## src/rtl/nios2_oci_dct_sequencer.sv

```systemverilog
// nios2_oci_dct_sequencer
//
// Packs 2-bit data-trace codes into a 15-slot (30-bit) DCT buffer and hands
// full or partial buffers to the trace FIFO as frames. It also sequences the
// end-of-test drain: any partial buffer is flushed, then test_has_ended is
// raised and held.
//
// Ports:
//   clk            system clock
//   reset          asynchronous, active-high reset
//   code_valid     trace code offered by the dtrace logic
//   code           trace code value
//   code_ready     sequencer can accept a code this cycle
//   flush          single-cycle request to emit the partial buffer
//   test_ending    end-of-test request, sampled every cycle
//   frame_valid    frame offered to the trace FIFO
//   frame_data     packed frame, slot n at bits [2n+1:2n]
//   frame_count    number of valid slots in frame_data (1..15)
//   frame_ready    trace FIFO accepts the frame
//   dct_buffer     live accumulation buffer
//   dct_count      live code count (0..14)
//   test_has_ended drain complete, sticky until reset
module nios2_oci_dct_sequencer #(
   parameter  int CODE_W = 2,
   parameter  int SLOTS  = 15,
   localparam int BUF_W  = CODE_W * SLOTS,
   localparam int CNT_W  = $clog2(SLOTS + 1)
) (
   input  logic              clk,
   input  logic              reset,
   input  logic              code_valid,
   input  logic [CODE_W-1:0] code,
   output logic              code_ready,
   input  logic              flush,
   input  logic              test_ending,
   output logic              frame_valid,
   output logic [BUF_W-1:0]  frame_data,
   output logic [CNT_W-1:0]  frame_count,
   input  logic              frame_ready,
   output logic [BUF_W-1:0]  dct_buffer,
   output logic [CNT_W-1:0]  dct_count,
   output logic              test_has_ended
);

   typedef enum logic [1:0] {
      ST_ACCUM = 2'd0,
      ST_EMIT  = 2'd1,
      ST_DONE  = 2'd2
   } state_t;

   state_t             state_reg, state_next;
   logic [BUF_W-1:0]   dct_buffer_reg, dct_buffer_next;
   logic [CNT_W-1:0]   dct_count_reg, dct_count_next;
   logic [BUF_W-1:0]   frame_data_reg, frame_data_next;
   logic [CNT_W-1:0]   frame_count_reg, frame_count_next;
   logic               frame_valid_reg, frame_valid_next;
   logic               ending_pend_reg, ending_pend_next;
   logic               test_has_ended_reg, test_has_ended_next;

   logic               accept;
   logic               ending_req;
   logic [CNT_W-1:0]   eff_count;
   logic [BUF_W-1:0]   buf_acc;

   // Readiness depends only on the state register (never on frame_ready);
   // the reset term keeps it low while reset is held.
   assign code_ready = (state_reg == ST_ACCUM) && !reset;
   assign accept     = code_valid && code_ready;
   assign eff_count  = dct_count_reg + CNT_W'(accept);
   assign ending_req = test_ending || ending_pend_reg;

   // Buffer as it looks after this cycle's accepted code lands in slot
   // dct_count; the emit decision and the emitted frame both use it.
   for (genvar gi = 0; gi < SLOTS; gi++) begin : g_slot
      assign buf_acc[gi*CODE_W +: CODE_W] =
         (accept && (dct_count_reg == CNT_W'(gi))) ? code
                                                   : dct_buffer_reg[gi*CODE_W +: CODE_W];
   end

   always_comb begin
      state_next          = state_reg;
      dct_buffer_next     = dct_buffer_reg;
      dct_count_next      = dct_count_reg;
      frame_data_next     = frame_data_reg;
      frame_count_next    = frame_count_reg;
      frame_valid_next    = frame_valid_reg;
      test_has_ended_next = test_has_ended_reg;
      ending_pend_next    = ending_pend_reg || (test_ending && (state_reg != ST_DONE));

      case (state_reg)
         ST_ACCUM: begin
            dct_buffer_next = buf_acc;
            dct_count_next  = eff_count;
            if ((eff_count == CNT_W'(SLOTS)) ||
                ((flush || ending_req) && (eff_count != '0))) begin
               frame_data_next  = buf_acc;
               frame_count_next = eff_count;
               frame_valid_next = 1'b1;
               dct_buffer_next  = '0;
               dct_count_next   = '0;
               state_next       = ST_EMIT;
            end else if (ending_req) begin
               // Nothing left to drain: finish straight away.
               test_has_ended_next = 1'b1;
               state_next          = ST_DONE;
            end
         end
         ST_EMIT: begin
            // Frame is held stable until the FIFO takes it; flush is dropped.
            if (frame_ready) begin
               frame_valid_next = 1'b0;
               if (ending_req) begin
                  test_has_ended_next = 1'b1;
                  state_next          = ST_DONE;
               end else begin
                  state_next = ST_ACCUM;
               end
            end
         end
         ST_DONE: begin
            // Terminal until reset.
         end
         default: begin
            state_next = ST_ACCUM;
         end
      endcase
   end

   always_ff @(posedge clk or posedge reset) begin
      if (reset) begin
         state_reg          <= ST_ACCUM;
         dct_buffer_reg     <= '0;
         dct_count_reg      <= '0;
         frame_data_reg     <= '0;
         frame_count_reg    <= '0;
         frame_valid_reg    <= 1'b0;
         ending_pend_reg    <= 1'b0;
         test_has_ended_reg <= 1'b0;
      end else begin
         state_reg          <= state_next;
         dct_buffer_reg     <= dct_buffer_next;
         dct_count_reg      <= dct_count_next;
         frame_data_reg     <= frame_data_next;
         frame_count_reg    <= frame_count_next;
         frame_valid_reg    <= frame_valid_next;
         ending_pend_reg    <= ending_pend_next;
         test_has_ended_reg <= test_has_ended_next;
      end
   end

   assign frame_valid    = frame_valid_reg;
   assign frame_data     = frame_data_reg;
   assign frame_count    = frame_count_reg;
   assign dct_buffer     = dct_buffer_reg;
   assign dct_count      = dct_count_reg;
   assign test_has_ended = test_has_ended_reg;

endmodule

```

## config.mk

```make
export PLATFORM = sky130hd
export DESIGN_NAME = nios2_oci_dct_sequencer
export DESIGN_NICKNAME = d
export VERILOG_FILES = /design/src/rtl/nios2_oci_dct_sequencer.sv
export SDC_FILE = /design/constraint.sdc
export NUM_CORES = 1
export LEC_CHECK = 0
export ABC_AREA = 1
export ABC_CLOCK_PERIOD_IN_PS = 5150
export BUFFER_PORTS_ARGS = -buffer_cell sky130_fd_sc_hd__buf_2
export CAP_MARGIN = 20
export CORE_ASPECT_RATIO = 1.75
export CORE_MARGIN = 8
export CORE_UTILIZATION = 45
export CTS_CLUSTER_DIAMETER = 120
export DETAILED_ROUTE_END_ITERATION = 8
export GPL_TIMING_DRIVEN = 0
export HOLD_SLACK_MARGIN = 0.03
export PLACE_DENSITY = 0.68
export SLEW_MARGIN = 5
export SYNTH_ARGS = -nofsm -noshare
export SYNTH_HDL_FRONTEND = slang
export SYNTH_SLANG_ARGS = --single-unit
```

## constraint.sdc

```tcl
create_clock -name clk -period 5.15 [get_ports clk]
set_input_delay 0.515 -clock clk [delete_from_list [all_inputs] [get_ports clk]]
set_output_delay 0.515 -clock clk [all_outputs]
set_load 0.03 [all_outputs]
```

# ---- After elaboration in Yosys (flattened, before gate mapping)
# Cells that the tools add are included.
dict set report totals {
  regBits 73
  in_bits 8
}
dict set report op_classes {
  n_reduce_logical 32
  muxes 29
  n_eq_ne 22
  bitwise_logic 1
  add_sub_neg 1
}
# operator count
set op_table {}
lappend op_table {{$mux W2} 19}
lappend op_table {{$eq A4 B4 Y1 const B} 8}
lappend op_table {{$mux W30} 1}
lappend op_table {{$logic_and A1 B1 Y1} 19}
lappend op_table {{$eq A4 B3 Y1 const B} 4}
lappend op_table {{$reduce_and A3 Y1} 3}
lappend op_table {{$eq A4 B2 Y1 const B} 2}
lappend op_table {{$ne A2 B2 Y1 const B} 3}
lappend op_table {{$pmux W2 S3} 1}
lappend op_table {{$mux W1} 5}
lappend op_table {{$add A4 B1 Y4} 1}
lappend op_table {{$eq A4 B1 Y1 const B} 1}
lappend op_table {{$logic_not A4 Y1} 1}
lappend op_table {{$logic_or A1 B1 Y1} 4}
lappend op_table {{$mux W4} 1}
lappend op_table {{$pmux W1 S2} 2}
lappend op_table {{$reduce_bool A4 Y1} 1}
lappend op_table {{$ne A3 B2 Y1 const B} 1}
lappend op_table {{$eq A2 B1 Y1 const B} 1}
lappend op_table {{$eq A2 B2 Y1 const B} 1}
lappend op_table {{$logic_not A2 Y1} 1}
lappend op_table {{$ne A2 B1 Y1 const B} 1}
lappend op_table {{$reduce_and A2 Y1} 1}
lappend op_table {{$reduce_bool A2 Y1} 1}
lappend op_table {{2 further kinds} 2}

# ---- Longest topological paths before layout
# Gate-level depths: netlist of run 1.
dict set report depth {
  ltp_word 9
  ltp_mapped 15
  mapped_depth_nobuf 14
}

# ---- Worst setup path before layout of run 1
# OpenSTA, ideal clock, no wires.
dict set report synth_timing {
  kind {input -> register}
  startpoint {input port reset}
  endpoint {register frame_count_reg[2] (netlist: frame_count[2])}
  setup_time_ps 76
  path_buffers 1
  cell_stages 15
  slack_ps 1383
  t_required_ps 5074
  arrival_time_ps 3691
  cell_sequence {inv_1 -> nand3_4 -> inv_1 -> ha_1 -> ha_1 -> nand2_1 -> inv_1 -> nand3_1 -> nand2_1 -> nand2_1 -> nand2_1 -> nand2_1 -> buf_4 -> nand2_1 -> o21ai_1}
}
dict set report synth_between {
  elab_chain_cells 8
  elab_cells_between_ends 9
}
# element line_no
set synth_lines {}
lappend synth_lines {{start, declared} 30} ;# input logic reset,
lappend synth_lines {{$logic_not A1 Y1 (no source line) (*)} --}
lappend synth_lines {{$logic_and A1 B1 Y1 (*)} 67} ;# assign code_ready = (state_reg == ST_ACCUM) && !reset;
lappend synth_lines {{$logic_and A1 B1 Y1 (*)} 68} ;# assign accept = code_valid && code_ready;
lappend synth_lines {{$add A4 B1 Y4 (*)} 69} ;# assign eff_count = dct_count_reg + CNT_W'(accept);
lappend synth_lines {{named net eff_count[1]} 62} ;# logic [CNT_W-1:0] eff_count;
lappend synth_lines {{$reduce_bool A4 Y1} 95} ;# ((flush || ending_req) && (eff_count != '0))) begin
lappend synth_lines {{$logic_and A1 B1 Y1} 95}
lappend synth_lines {{$logic_or A1 B1 Y1 (*)} 94} ;# if ((eff_count == CNT_W'(SLOTS)) ||
lappend synth_lines {{$reduce_and A2 Y1 (no source line) (*)} --}
lappend synth_lines {{end signal, assigned} 144} ;# frame_count_reg <= frame_count_next;
lappend synth_lines {{end, declared} 55} ;# logic [CNT_W-1:0] frame_count_reg, frame_count_next;
# Mark *: on every way through the listed nets, which the timed path passes. The rest lies on a longest branch.
# A chain may end at the register's enable or synchronous reset.

# ---- Worst setup path in the final report of run 1
dict set report layout_timing {
  startpoint {input port reset}
  endpoint {register frame_count_reg[3] (netlist: frame_count[3])}
}
# Same word-level chain as after synthesis.

==> flow_summary.rst, run 1 <==
.. list-table::
   :header-rows: 1

   * - Metric
     - Value
   * - Die width
     - approximately 83 microns
   * - Via Count
     - 3,284
   * - CP Class
     - in2reg
   * - Launching point of the worst reg2reg path
     - state_reg[0]$_DFFE_PP0P_
   * - Fraction of final layout cells sized beyond drive strength 1
     - between 20% and 30%
   * - Largest driver fanout on the critical path
     - 39
   * - Met2 track demand over resource
     - between 20% and 30%
   * - Final setup violation count
     - 0
   * - Result of the run
     - finished, final reports clean
   * - Number of synthesized register bits
     - 73
   * - Pin count of the biggest net entering global routing
     - 40
   * - Initial detailed-routing violation count
     - about 200
   * - TritonCTS buffer count
     - 9
   * - Met3 usage in global routing
     - 4.95%
   * - Die Outline Area
     - about 11,000 sq um
   * - Placed wire-length estimate
     - 7.44 mm
   * - Max-slew headroom at the worst pin
     - a little over three fifths
   * - GRT Overall Usage
     - approximately a fifth
   * - Leak Pwr
     - between 2 and 3 nW
   * - Clock latency at the later pin of the worst-skew pair
     - around 340 ps
   * - Seq/Total Area, Yosys
     - a little over half
   * - Number of buffers on the longest clock path
     - 2
   * - Mean number of vias per cell
     - between 5 and 6
   * - CP required
     - 5410 ps
   * - Last weighted congestion value of the routability-driven placer
     - between 0.8 and 0.9
   * - Diode count
     - 0
   * - Number of search-and-repair iterations in the first detailed-routing pass
     - 5
   * - Initial core utilization
     - 46.4%
   * - Clock sink count
     - 73
   * - Unrepaired setup endpoints after global routing
     - false
   * - Met1 track demand over resource
     - about 22%
   * - Post-synthesis instance total
     - 473
   * - Busiest layer in global routing
     - met2
   * - Die height
     - approximately 130 microns
   * - Post-synth net total
     - 483
   * - Yosys Warn Count
     - 0
   * - Summed negative setup slack over all endpoints
     - 0 ps
   * - Number of antenna violations at the first check in global routing
     - 0
   * - Remaining design rule violation count
     - 0
   * - Yosys cell types
     - 21
   * - Pwr/cell area
     - approximately 610 nW/um^2
   * - Post-CTS setup buffer count
     - 0
   * - Capture instance of the worst register-to-register path
     - frame_count[3]$_DFFE_PP0P_
   * - Std-Cell Core Area
     - between 7000 and 8000 sq um
   * - Number of hold buffers added after cts
     - 0
   * - Remaining global-route overflow
     - 0
   * - Global-route wire length before repair
     - ~16 mm
   * - Netlist area before placement
     - around 3500 sq um
   * - Port Buffer Count
     - just under 80
   * - Setup slack on the worst flop-to-flop path
     - about 2500 ps
   * - FF-to-FF path depth
     - 15
   * - Final critical path time including I/O delays and setup
     - ~2800 ps
   * - Upper clock frequency limit
     - about 350 MHz
   * - Endpoint class of the critical path
     - flop
   * - Area growth syn-to-layout
     - 23.3%
   * - Vias in the first global route
     - around 3,300
   * - Worst hold path type
     - in2async
   * - Average wire per standard cell
     - 15.0 microns
   * - Residual antenna-violating net count after detailed routing
     - 0
   * - Layout Utilization
     - between 50 and 60%
   * - Resized cells post-CTS
     - 0
   * - Category of the worst setup path launch point
     - primary input
   * - MaxCap Viol Count
     - 0
   * - Post-route clock skew
     - around 3.9 ps
   * - Slew of the pin with the lowest slew margin
     - around 560 ps
   * - TritonCTS clock tree
     - done
   * - Placement Rows
     - 42
   * - Final worst-path cycle share
     - a little over half
   * - Total wire length after detailed routing
     - approximately 9.8 mm
   * - Final Max Tran Viols
     - 0
   * - Clk slew on worst S/H paths
     - roughly 50 ps
   * - Total count of hold-check failures in the final report
     - 0
   * - Worst vdd rail ir drop
     - between 0.0003 and 0.0004 V
   * - Layout net count
     - 573
   * - CTS Root Cell
     - sky130_fd_sc_hd__clkbuf_16
   * - CP Data Arrival Time
     - between 3000 and 4000 ps
   * - Hold Worst Slack
     - roughly 200 ps
   * - Mean area per synthesized cell
     - 7.43 sq um
   * - H-tree levels
     - 3
   * - Top-level I/O count
     - 79
==> final cells by class <==
type	count	area (sq um)
flip-flops and latches	73	1830
plain buffers	22	115
clock buffers	14	284
well taps	88	110
repair buffers	79	410
inverters	23	88.8
clock inverters	2	10.0
multi-input cells	355	1480
fillers	733	3240
==> layout by cell type, fill, tap and decap left out, drive strengths merged <==
cell | Yosys | routed
buf | 17 | 96
o22ai | 3 | 3
ha | 2 | 2
inv | 23 | 23
clkinv | 0 | 2
nor2 | 24 | 24
clkbuf | 5 | 19
nand3 | 43 | 43
nand2 | 251 | 251
dfrtp | 73 | 73
nand4 | 1 | 1
nor3 | 2 | 2
o21ai | 29 | 29
==> routing by layer <==
| metal | vias to the layer above | share of wire [%] |
|---|---|---|
| li1 | 1663 | - |
| met1 | 1522 | 39 |
| met2 | 78 | 52 |
| met3 | 21 | 5.6 |
| met4 | 0 | 2.8 |
| met5 | - | 0 |
==> worst max path at each step <==
stage,cells after the start,startpoint,end
2_1_floorplan,15,reset,frame_count[2]$_DFFE_PP0P_
3_3_place_gp,16,reset,frame_count[1]$_DFFE_PP0P_
3_5_place_dp,17,reset,frame_data[22]$_DFFE_PP0P_
4_1_cts,17,reset,frame_data[22]$_DFFE_PP0P_
5_1_grt,17,reset,frame_data[8]$_DFFE_PP0P_
6_report,17,reset,frame_count[3]$_DFFE_PP0P_
==> Yosys cell counts (all sizes together) <==
cell      n  area [sq um]
nand4     1          6.26
ha        2          25.0
inv      23          86.3
nand3    43           233
nor2     24           100
o21ai    29           149
nand2   251           942
clkbuf    5          18.8
nor3      2          10.0
o22ai     3          18.8
buf      17          96.3
dfrtp    73          1830
==> critical path, cell delays in order <==
cell,delay [ps]
sky130_fd_sc_hd__buf_2,120
sky130_fd_sc_hd__inv_4,330
sky130_fd_sc_hd__buf_12,290
sky130_fd_sc_hd__nand3_4,160
sky130_fd_sc_hd__inv_1,140
sky130_fd_sc_hd__ha_1,210
sky130_fd_sc_hd__ha_1,270
sky130_fd_sc_hd__nand2_1,70
sky130_fd_sc_hd__inv_1,40
sky130_fd_sc_hd__nand3_1,70
sky130_fd_sc_hd__nand2_1,60
sky130_fd_sc_hd__nand2_1,80
sky130_fd_sc_hd__nand2_1,120
sky130_fd_sc_hd__nand2_1,240
sky130_fd_sc_hd__buf_4,220
sky130_fd_sc_hd__nand2_1,60
sky130_fd_sc_hd__o21ai_1,80
==> through the flow <==
step | setup WS [ps] | instances | cell area (sq um) | power (mW)
2_1_floorplan | 1380 | 473 | 3510 | 1.67
3_3_place_gp | 254 | 639 | 4010 | 2.02
3_5_place_dp | 1900 | 640 | 4040 | 2.05
4_1_cts | 2250 | 656 | 4330 | 2.66
5_1_grt | 1950 | 656 | 4330 | 2.80
6_report | 2320 | 656 | 4330 | 2.64
==> power breakdown <==
part           leakage [nW]  switching, mW  internal (mW)  total, mW
registers             0.992          0.113          0.746      0.859
clock network         0.149          0.231          0.377      0.608
logic                  1.50          0.876          0.298       1.17
total                  2.64           1.22           1.42       2.64
==> logic make-up after synthesis <==
kind of cell             after synthesis  share of synthesized area (%)
adder cells (fa/ha/maj)                2                          0.712
buffers and inverters                 45                           5.74
AO/OA/AOI/OAI                         32                           4.77
flip-flops                            73                           52.0
AND/OR/NAND/NOR                      321                           36.8
Note: power is estimated with default switching activity, not from simulation.
==> run 2: changes to the inputs <==
ABC_CLOCK_PERIOD_IN_PS = 2400   (was 5150)
PLACE_DENSITY = 0.71   (was 0.68)
clock period = 2.4 ns   (was 5.15 ns; I/O delays follow)
==> flow_summary.rst, run 2 (synthesized netlist as in run 1, its figures left out) <==
.. list-table::
   :header-rows: 1

   * - Metric
     - Value
   * - Pwr/cell area
     - roughly 1300 nW/um^2
   * - CTS Root Cell
     - sky130_fd_sc_hd__clkbuf_16
   * - Setup slack after placement
     - -359 ps
   * - Clock sink count
     - 73
   * - Die height
     - 133 microns
   * - Area growth syn-to-layout
     - 28.9%
   * - Upper clock frequency limit
     - 448 MHz
   * - Part of the total power dissipated in the clock network
     - between 20% and 30%
   * - Post-route clock skew
     - approximately 4 ps
   * - Total count of hold-check failures in the final report
     - 0
   * - TritonCTS clock tree
     - done
   * - Worst vdd rail ir drop
     - 0.000694 V
   * - CP Class
     - reg2reg
   * - Most common library cell in the layout ignoring fill and taps
     - sky130_fd_sc_hd__nand2_1
   * - Final Max Tran Viols
     - 0
   * - Final setup violation count
     - 0
   * - Pin count of the biggest net entering global routing
     - 36
   * - Final critical path time including I/O delays and setup
     - 2230 ps
   * - Placed wire-length estimate
     - 7.46 mm
   * - Clock latency at the later pin of the worst-skew pair
     - around 340 ps
   * - Diode count
     - 0
   * - Last weighted congestion value of the routability-driven placer
     - a little over 0.8
   * - NetSw
     - around 2.7 mW
   * - Fraction of power spent switching nets
     - 45.1%
   * - Total internal power
     - 3.23 mW
   * - Number of antenna violations at the first check in global routing
     - 0
   * - Std-Cell Core Area
     - roughly 7600 sq um
   * - Number of search-and-repair iterations in the first detailed-routing pass
     - 4
   * - Residual antenna-violating net count after detailed routing
     - 0
   * - Endpoint class of the critical path
     - flop
   * - Category of the worst setup path launch point
     - flop
   * - Largest driver fanout on the critical path
     - 10
   * - Number of buffers on the longest clock path
     - 2
   * - H-tree levels
     - 3
   * - Die Outline Area
     - between 10,000 and 15,000 sq um
   * - Top-level I/O count
     - ~80
   * - GRT Overall Usage
     - roughly a fifth
   * - Via Count
     - 3,388
   * - Average wire per standard cell
     - around 15 microns
   * - Unrepaired setup endpoints after global routing
     - false
   * - Combinational fraction of design power
     - between 40% and 50%
   * - Remaining global-route overflow
     - 0
   * - Max-slew headroom at the worst pin
     - 39.0%
   * - Initial detailed-routing violation count
     - approximately 200
   * - MaxCap Viol Count
     - 0
   * - Worst hold path type
     - in2async
   * - Layout net count
     - 585
   * - Initial core utilization
     - 46.4%
   * - Leak Pwr
     - between 2 and 3 nW
   * - Clk slew on worst S/H paths
     - ~60 ps
   * - Sequential share of power
     - approximately a third
   * - Most frequent cells in the layout
     - sky130_fd_sc_hd__nand2_1, sky130_fd_sc_hd__buf_2, sky130_fd_sc_hd__dfrtp_1
   * - Summed negative setup slack over all endpoints
     - 0 ps
   * - Remaining design rule violation count
     - 0
   * - Die width
     - roughly 83 microns
   * - Met1 track demand over resource
     - a little over a fifth
   * - Port Buffer Count
     - between 70 and 80
   * - Total wire length after detailed routing
     - roughly 10 mm
   * - Global-route wire length before repair
     - ~16 mm
   * - Vias in the first global route
     - around 3,300
   * - Met2 track demand over resource
     - between 30% and 40%
   * - CP required
     - around 2700 ps
   * - TritonCTS buffer count
     - 9
   * - Fraction of final layout cells sized beyond drive strength 1
     - between 20% and 30%
   * - Busiest layer in global routing
     - met2
   * - Placement Rows
     - 42
   * - Pwr Total
     - 5.89 mW
   * - Hold Worst Slack
     - about 110 ps
   * - CP Data Arrival Time
     - 2510 ps
   * - Mean number of vias per cell
     - between 5 and 6
   * - Met3 usage in global routing
     - around 3.6%
   * - Result of the run
     - finished, final reports clean
   * - Final worst-path cycle share
     - a little over 90%
   * - Setup WS post-layout
     - 167 ps
   * - Slew of the pin with the lowest slew margin
     - just over 900 ps
-- run 2: cell types whose count changed in the layout (fill, tap and decap cells not counted), sizes merged --
| cell | before | now |
|---|---|---|
| clkinvlp | 0 | 2 |
| dlygate4sd3 | 0 | 3 |
| inv | 23 | 22 |
| buf | 96 | 103 |
| bufinv | 0 | 1 |
| clkinv | 2 | 1 |
| clkbuf | 19 | 20 |
-- run 2: cell type report --
cell class,instances,area [sq um]
Clock inverter,2,35.0
Buffer,22,140
Clock buffer,14,274
Timing Repair inverter,1,5.00
Inverter,23,92.6
Sequential cell,73,1830
Multi-Input combinational cell,355,1520
Tap cell,88,110
Fill cell,724,3040
Timing Repair Buffer,90,520
-- run 2: what timing repair did --
action | CTS | global route
hold endpoints to repair | 19 | 0
cloned | 1 | 0
pin swaps | 0 | 2
resized for setup | 0 | 1
hold buffers | 3 | 0
setup endpoints to repair | 2 | 68
setup buffers | 0 | 7
-- run 2: through the flow --
stage          instance area (sq um)  std cells  util [%]
6_report                        4530        668      59.8
5_1_grt                         4530        668      59.8
4_1_cts                         4470        661      59.1
3_5_place_dp                    4130        641      54.5
3_3_place_gp                    4080        639      53.9
2_1_floorplan                   3580        473         -
-- run 2: worst paths after layout --
| kind | start | end | slack [ps] | depth (start not counted) |
|---|---|---|---|---|
| hold / removal | reset | dct_buffer[5]$_DFFE_PP0N_ | 110 | 4 |
| hold reg to reg | frame_data[8]$_DFFE_PP0P_ | frame_data[8]$_DFFE_PP0P_ | 460 | 2 |
| setup / recovery | state_reg[1]$_DFFE_PP0P_ | dct_buffer[14]$_DFFE_PP0N_ | 170 | 14 |
| setup reg to reg | state_reg[1]$_DFFE_PP0P_ | dct_buffer[14]$_DFFE_PP0N_ | 170 | 14 |
| max in group asynchronous | reset | frame_data[29]$_DFFE_PP0P_ | 970 | 4 |
| min in group clk | frame_ready | state_reg[0]$_DFFE_PP0P_ | 150 | 4 |
-- run 2: power by group through the flow --
stage | logic [mW] | registers [mW] | clock network (mW)
after CTS | 2.60 | 1.85 | 1.40
after global routing | 2.86 | 1.90 | 1.45
after global placement | 2.55 | 1.85 | 0
final | 2.65 | 1.85 | 1.39
after detailed placement | 2.59 | 1.87 | 0
after floorplan | 1.08 | 2.56 | 0
-- run 2: worst max-delay path, cell delays in order, from the launching register on --
cell and delay [ps]:
sky130_fd_sc_hd__dfrtp_1 420, sky130_fd_sc_hd__nor2_4 260, sky130_fd_sc_hd__nand3_4 140, sky130_fd_sc_hd__inv_4 90, sky130_fd_sc_hd__ha_4 150, sky130_fd_sc_hd__ha_4 130, sky130_fd_sc_hd__nand2_1 70, sky130_fd_sc_hd__nand2_1 110
sky130_fd_sc_hd__nand2_1 80, sky130_fd_sc_hd__o21ai_2 90, sky130_fd_sc_hd__nand3_2 180, sky130_fd_sc_hd__inv_2 110, sky130_fd_sc_hd__buf_4 190, sky130_fd_sc_hd__nand2_1 90, sky130_fd_sc_hd__nand2_1 60
-- run 2: metal layers --
| metal | vias to the layer above | wire, microns | share of wire, % |
|---|---|---|---|
| li1 | 1691 | - | - |
| met1 | 1571 | 3960 | 40 |
| met2 | 104 | 5130 | 51 |
| met3 | 22 | 608 | 6.1 |
| met4 | 0 | 294 | 2.9 |
| met5 | - | 0 | 0 |
==> run 3: changes to the inputs <==
--- a/config.mk
+++ b/config.mk
@@ -10,12 +10,14 @@
 export BUFFER_PORTS_ARGS = -buffer_cell sky130_fd_sc_hd__buf_2
 export CAP_MARGIN = 20
+export CELL_PAD_IN_SITES_DETAIL_PLACEMENT = 1
+export CELL_PAD_IN_SITES_GLOBAL_PLACEMENT = 2
 export CORE_ASPECT_RATIO = 1.75
 export CORE_MARGIN = 8
-export CORE_UTILIZATION = 45
+export CORE_UTILIZATION = 27
 export CTS_CLUSTER_DIAMETER = 120
 export DETAILED_ROUTE_END_ITERATION = 8
 export GPL_TIMING_DRIVEN = 0
 export HOLD_SLACK_MARGIN = 0.03
-export PLACE_DENSITY = 0.71
+export PLACE_DENSITY_LB_ADDON = 0.1
 export SLEW_MARGIN = 5
 export SYNTH_ARGS = -nofsm -noshare
==> constraint.sdc (replaced) <==
create_clock -name clk -period 2.4 [get_ports clk]
set_input_delay 0.24 -clock clk [delete_from_list [all_inputs] [get_ports clk]]
set_output_delay 0.24 -clock clk [all_outputs]
set_load 0.05 [all_outputs]
==> flow_summary.rst, run 3 (synthesized netlist as in run 1, its figures left out) <==
.. list-table::
   :header-rows: 1

   * - Metric
     - Value
   * - Most common library cell in the layout ignoring fill and taps
     - sky130_fd_sc_hd__nand2_1
   * - Upper clock frequency limit
     - 449 MHz
   * - Max-slew headroom at the worst pin
     - roughly 55%
   * - Multi-input gate area
     - approximately 1500 sq um
   * - Std-Cell Core Area
     - 12,800 sq um
   * - Worst vdd rail ir drop
     - approximately 0.00066 V
   * - Total instance count after detailed placement
     - just over 700
   * - Endpoint class of the critical path
     - primary output
   * - Final worst-path cycle share
     - around 90%
   * - Number of search-and-repair iterations in the first detailed-routing pass
     - 4
   * - Setup slack after placement
     - -167 ps
   * - Pwr/cell area
     - between 1000 and 1500 nW/um^2
   * - Worst hold path type
     - in2async
   * - Last weighted congestion value of the routability-driven placer
     - 0.720
   * - Unrepaired setup endpoints after global routing
     - true
   * - Number of antenna violations at the first check in global routing
     - 0
   * - Diode count
     - 0
   * - CP Data Arrival Time
     - 1990 ps
   * - Final Max Tran Viols
     - 0
   * - NetSw
     - approximately 3.3 mW
   * - Global-route wire length before repair
     - between 15 and 20 mm
   * - Sequential cell area
     - about 1800 sq um
   * - Post-route clock skew
     - ~3.7 ps
   * - Result of the run
     - finished, final reports clean
   * - Fraction of power spent switching nets
     - 48.9%
   * - Part of the total power dissipated in the clock network
     - 24.2%
   * - Vias in the first global route
     - ~3,700
   * - Post-route cell area
     - around 4700 sq um
   * - MaxCap Viol Count
     - 0
   * - TritonCTS buffer count
     - 9
   * - Worst path max stage delay
     - 420 ps
   * - Slew of the pin with the lowest slew margin
     - approximately 670 ps
   * - Initial core utilization
     - 27.4%
   * - Sequential share of power
     - 27.5%
   * - Die Outline Area
     - 17,100 sq um
   * - Slowest stage cell on the critical path
     - sky130_fd_sc_hd__dfrtp_1
   * - Cell Chain, Critical Path
     - nor2_4, buf_4, inv_1, clkbuf_1, nor2_1, buf_2
   * - Mean number of vias per cell
     - about 4.5
   * - Leak Pwr
     - between 2 and 3 nW
   * - Clock latency at the later pin of the worst-skew pair
     - 330 ps
   * - Fraction of final layout cells sized beyond drive strength 1
     - a little under a quarter
   * - Most frequent cells in the layout
     - sky130_fd_sc_hd__nand2_1, sky130_fd_sc_hd__buf_2, sky130_fd_sc_hd__dfrtp_1
   * - CP Class
     - reg2out
   * - Die width
     - 102 microns
   * - Setup WS post-layout
     - 175 ps
   * - Pin count of the biggest net entering global routing
     - 36
   * - Average wire per standard cell
     - between 15 and 20 microns
   * - Placed wire-length estimate
     - roughly 9.0 mm
   * - Combinational fraction of design power
     - approximately half
   * - Die height
     - around 170 microns
   * - H-tree levels
     - 3
   * - Number of buffers on the longest clock path
     - 2
   * - Top-level I/O count
     - 79
   * - CTS Root Cell
     - sky130_fd_sc_hd__clkbuf_16
   * - # fillers
     - approximately 1,600
   * - GRT Overall Usage
     - 14.8%
   * - TritonCTS clock tree
     - done
   * - Residual antenna-violating net count after detailed routing
     - 0
   * - Remaining design rule violation count
     - 0
   * - Placement Rows
     - 55
   * - Remaining global-route overflow
     - 0
   * - Via Count
     - approximately 3,400
   * - CP required
     - approximately 2200 ps
   * - Layout net count
     - 578
   * - Clk slew on worst S/H paths
     - about 60 ps
   * - Final setup violation count
     - 0
   * - Total count of hold-check failures in the final report
     - 0
   * - Critical path's top delay family
     - buffers and inverters
   * - Area after detailed placement
     - 4230 sq um
   * - Total internal power
     - about 3.4 mW
   * - Final critical path time including I/O delays and setup
     - roughly 2200 ps
   * - Initial detailed-routing violation count
     - 102
   * - Largest driver fanout on the critical path
     - 10
   * - Port Buffer Count
     - between 70 and 80
   * - Clock sink count
     - 73
   * - Category of the worst setup path launch point
     - flop
   * - Total buffers and inverters traversed by the critical path
     - 4
   * - Total wire length after detailed routing
     - 11.8 mm
   * - Area growth syn-to-layout
     - 32.8%
   * - Post-route insts no fill
     - approximately 740
-- run 3: cell count changes in the layout (fill, tap and decap cells not counted), moves of 2 or more --
cell	delta
sky130_fd_sc_hd__buf_4	-6
sky130_fd_sc_hd__buf_2	-2
sky130_fd_sc_hd__dlygate4sd3_1	-2
sky130_fd_sc_hd__buf_12	+3
sky130_fd_sc_hd__clkbuf_1	-2
sky130_fd_sc_hd__bufinv_16	+2
-- run 3: repair_timing --
action / in CTS / in global routing
hold buffers: 3 / 0
endpoints found under the hold margin: 4 / 0
buffers inserted: 1 / 0
endpoints found under the setup margin: 66 / 39
gates resized for setup: 0 / 5
pin swaps: 1 / 1
-- run 3: cell type report --
type | count | share of cell area [%]
Buffer | 22 | 3.19
Inverter | 23 | 1.99
Tap cell | 171 | 4.59
Sequential cell | 73 | 39.2
Multi-Input combinational cell | 355 | 32.8
Timing Repair Buffer | 84 | 10.5
Clock buffer | 12 | 5.72
Clock inverter | 4 | 2.09
-- run 3: worst paths after layout --
kind	startpoint	to	slack [ps]	cells after the start
worst max-delay path	state_reg[1]$_DFFE_PP0P_	code_ready	170	6
worst min-delay path	reset	frame_data[8]$_DFFE_PP0P_	80	4
worst max register to register	state_reg[1]$_DFFE_PP0P_	frame_count[0]$_DFFE_PP0P_	210	15
worst min register to register	ending_pend_reg$_DFF_PP0_	ending_pend_reg$_DFF_PP0_	450	2
max in group asynchronous	reset	dct_buffer[7]$_DFFE_PP0N_	1770	3
min in group clk	frame_ready	state_reg[0]$_DFFE_PP0P_	160	4
-- run 3: power by group through the flow --
stage / clock network [mW] / logic [mW] / registers, mW
floorplan: 0 / 1.09 / 3.11
global placement: 0 / 3.21 / 1.87
detailed placement: 0 / 3.26 / 1.88
CTS: 1.67 / 3.29 / 1.86
global route: 1.72 / 3.51 / 1.91
finish: 1.62 / 3.24 / 1.85
-- run 3: metal layers --
metal	global-route usage (%)	part of all wire (%)	wire, microns
met3	3.26	4.3	506
met4	6.17	2.5	300
met1	15.9	39	4640
met2	26.7	54	6370
met5	0	0	0
-- run 3: worst reg2reg max path, cell delays in order (launching register included) --
cell                      delay, ps
sky130_fd_sc_hd__dfrtp_1        420
sky130_fd_sc_hd__nor2_4         180
sky130_fd_sc_hd__nand3_4        170
sky130_fd_sc_hd__inv_4          120
sky130_fd_sc_hd__ha_4           150
sky130_fd_sc_hd__ha_4           130
sky130_fd_sc_hd__inv_1           40
sky130_fd_sc_hd__nand2_1         70
sky130_fd_sc_hd__nand2_1        100
sky130_fd_sc_hd__nand2_1         90
sky130_fd_sc_hd__o21ai_2         80
sky130_fd_sc_hd__nand2_2        140
sky130_fd_sc_hd__nand2_4        120
sky130_fd_sc_hd__buf_6          160
sky130_fd_sc_hd__nand2_1         50
sky130_fd_sc_hd__o21ai_1         60
-- run 3: through the flow --
step	hold WS (ps)	TNS [ps]	total power, mW	utilization (%)
after floorplan	400	-40600	4.20	-
after global placement	443	-117310	5.08	32.7
after detailed placement	183	-7230	5.14	33.0
after CTS	84.4	0	6.82	36.3
after global routing	91.7	-4.28	7.14	36.4
final	77.0	0	6.72	36.4
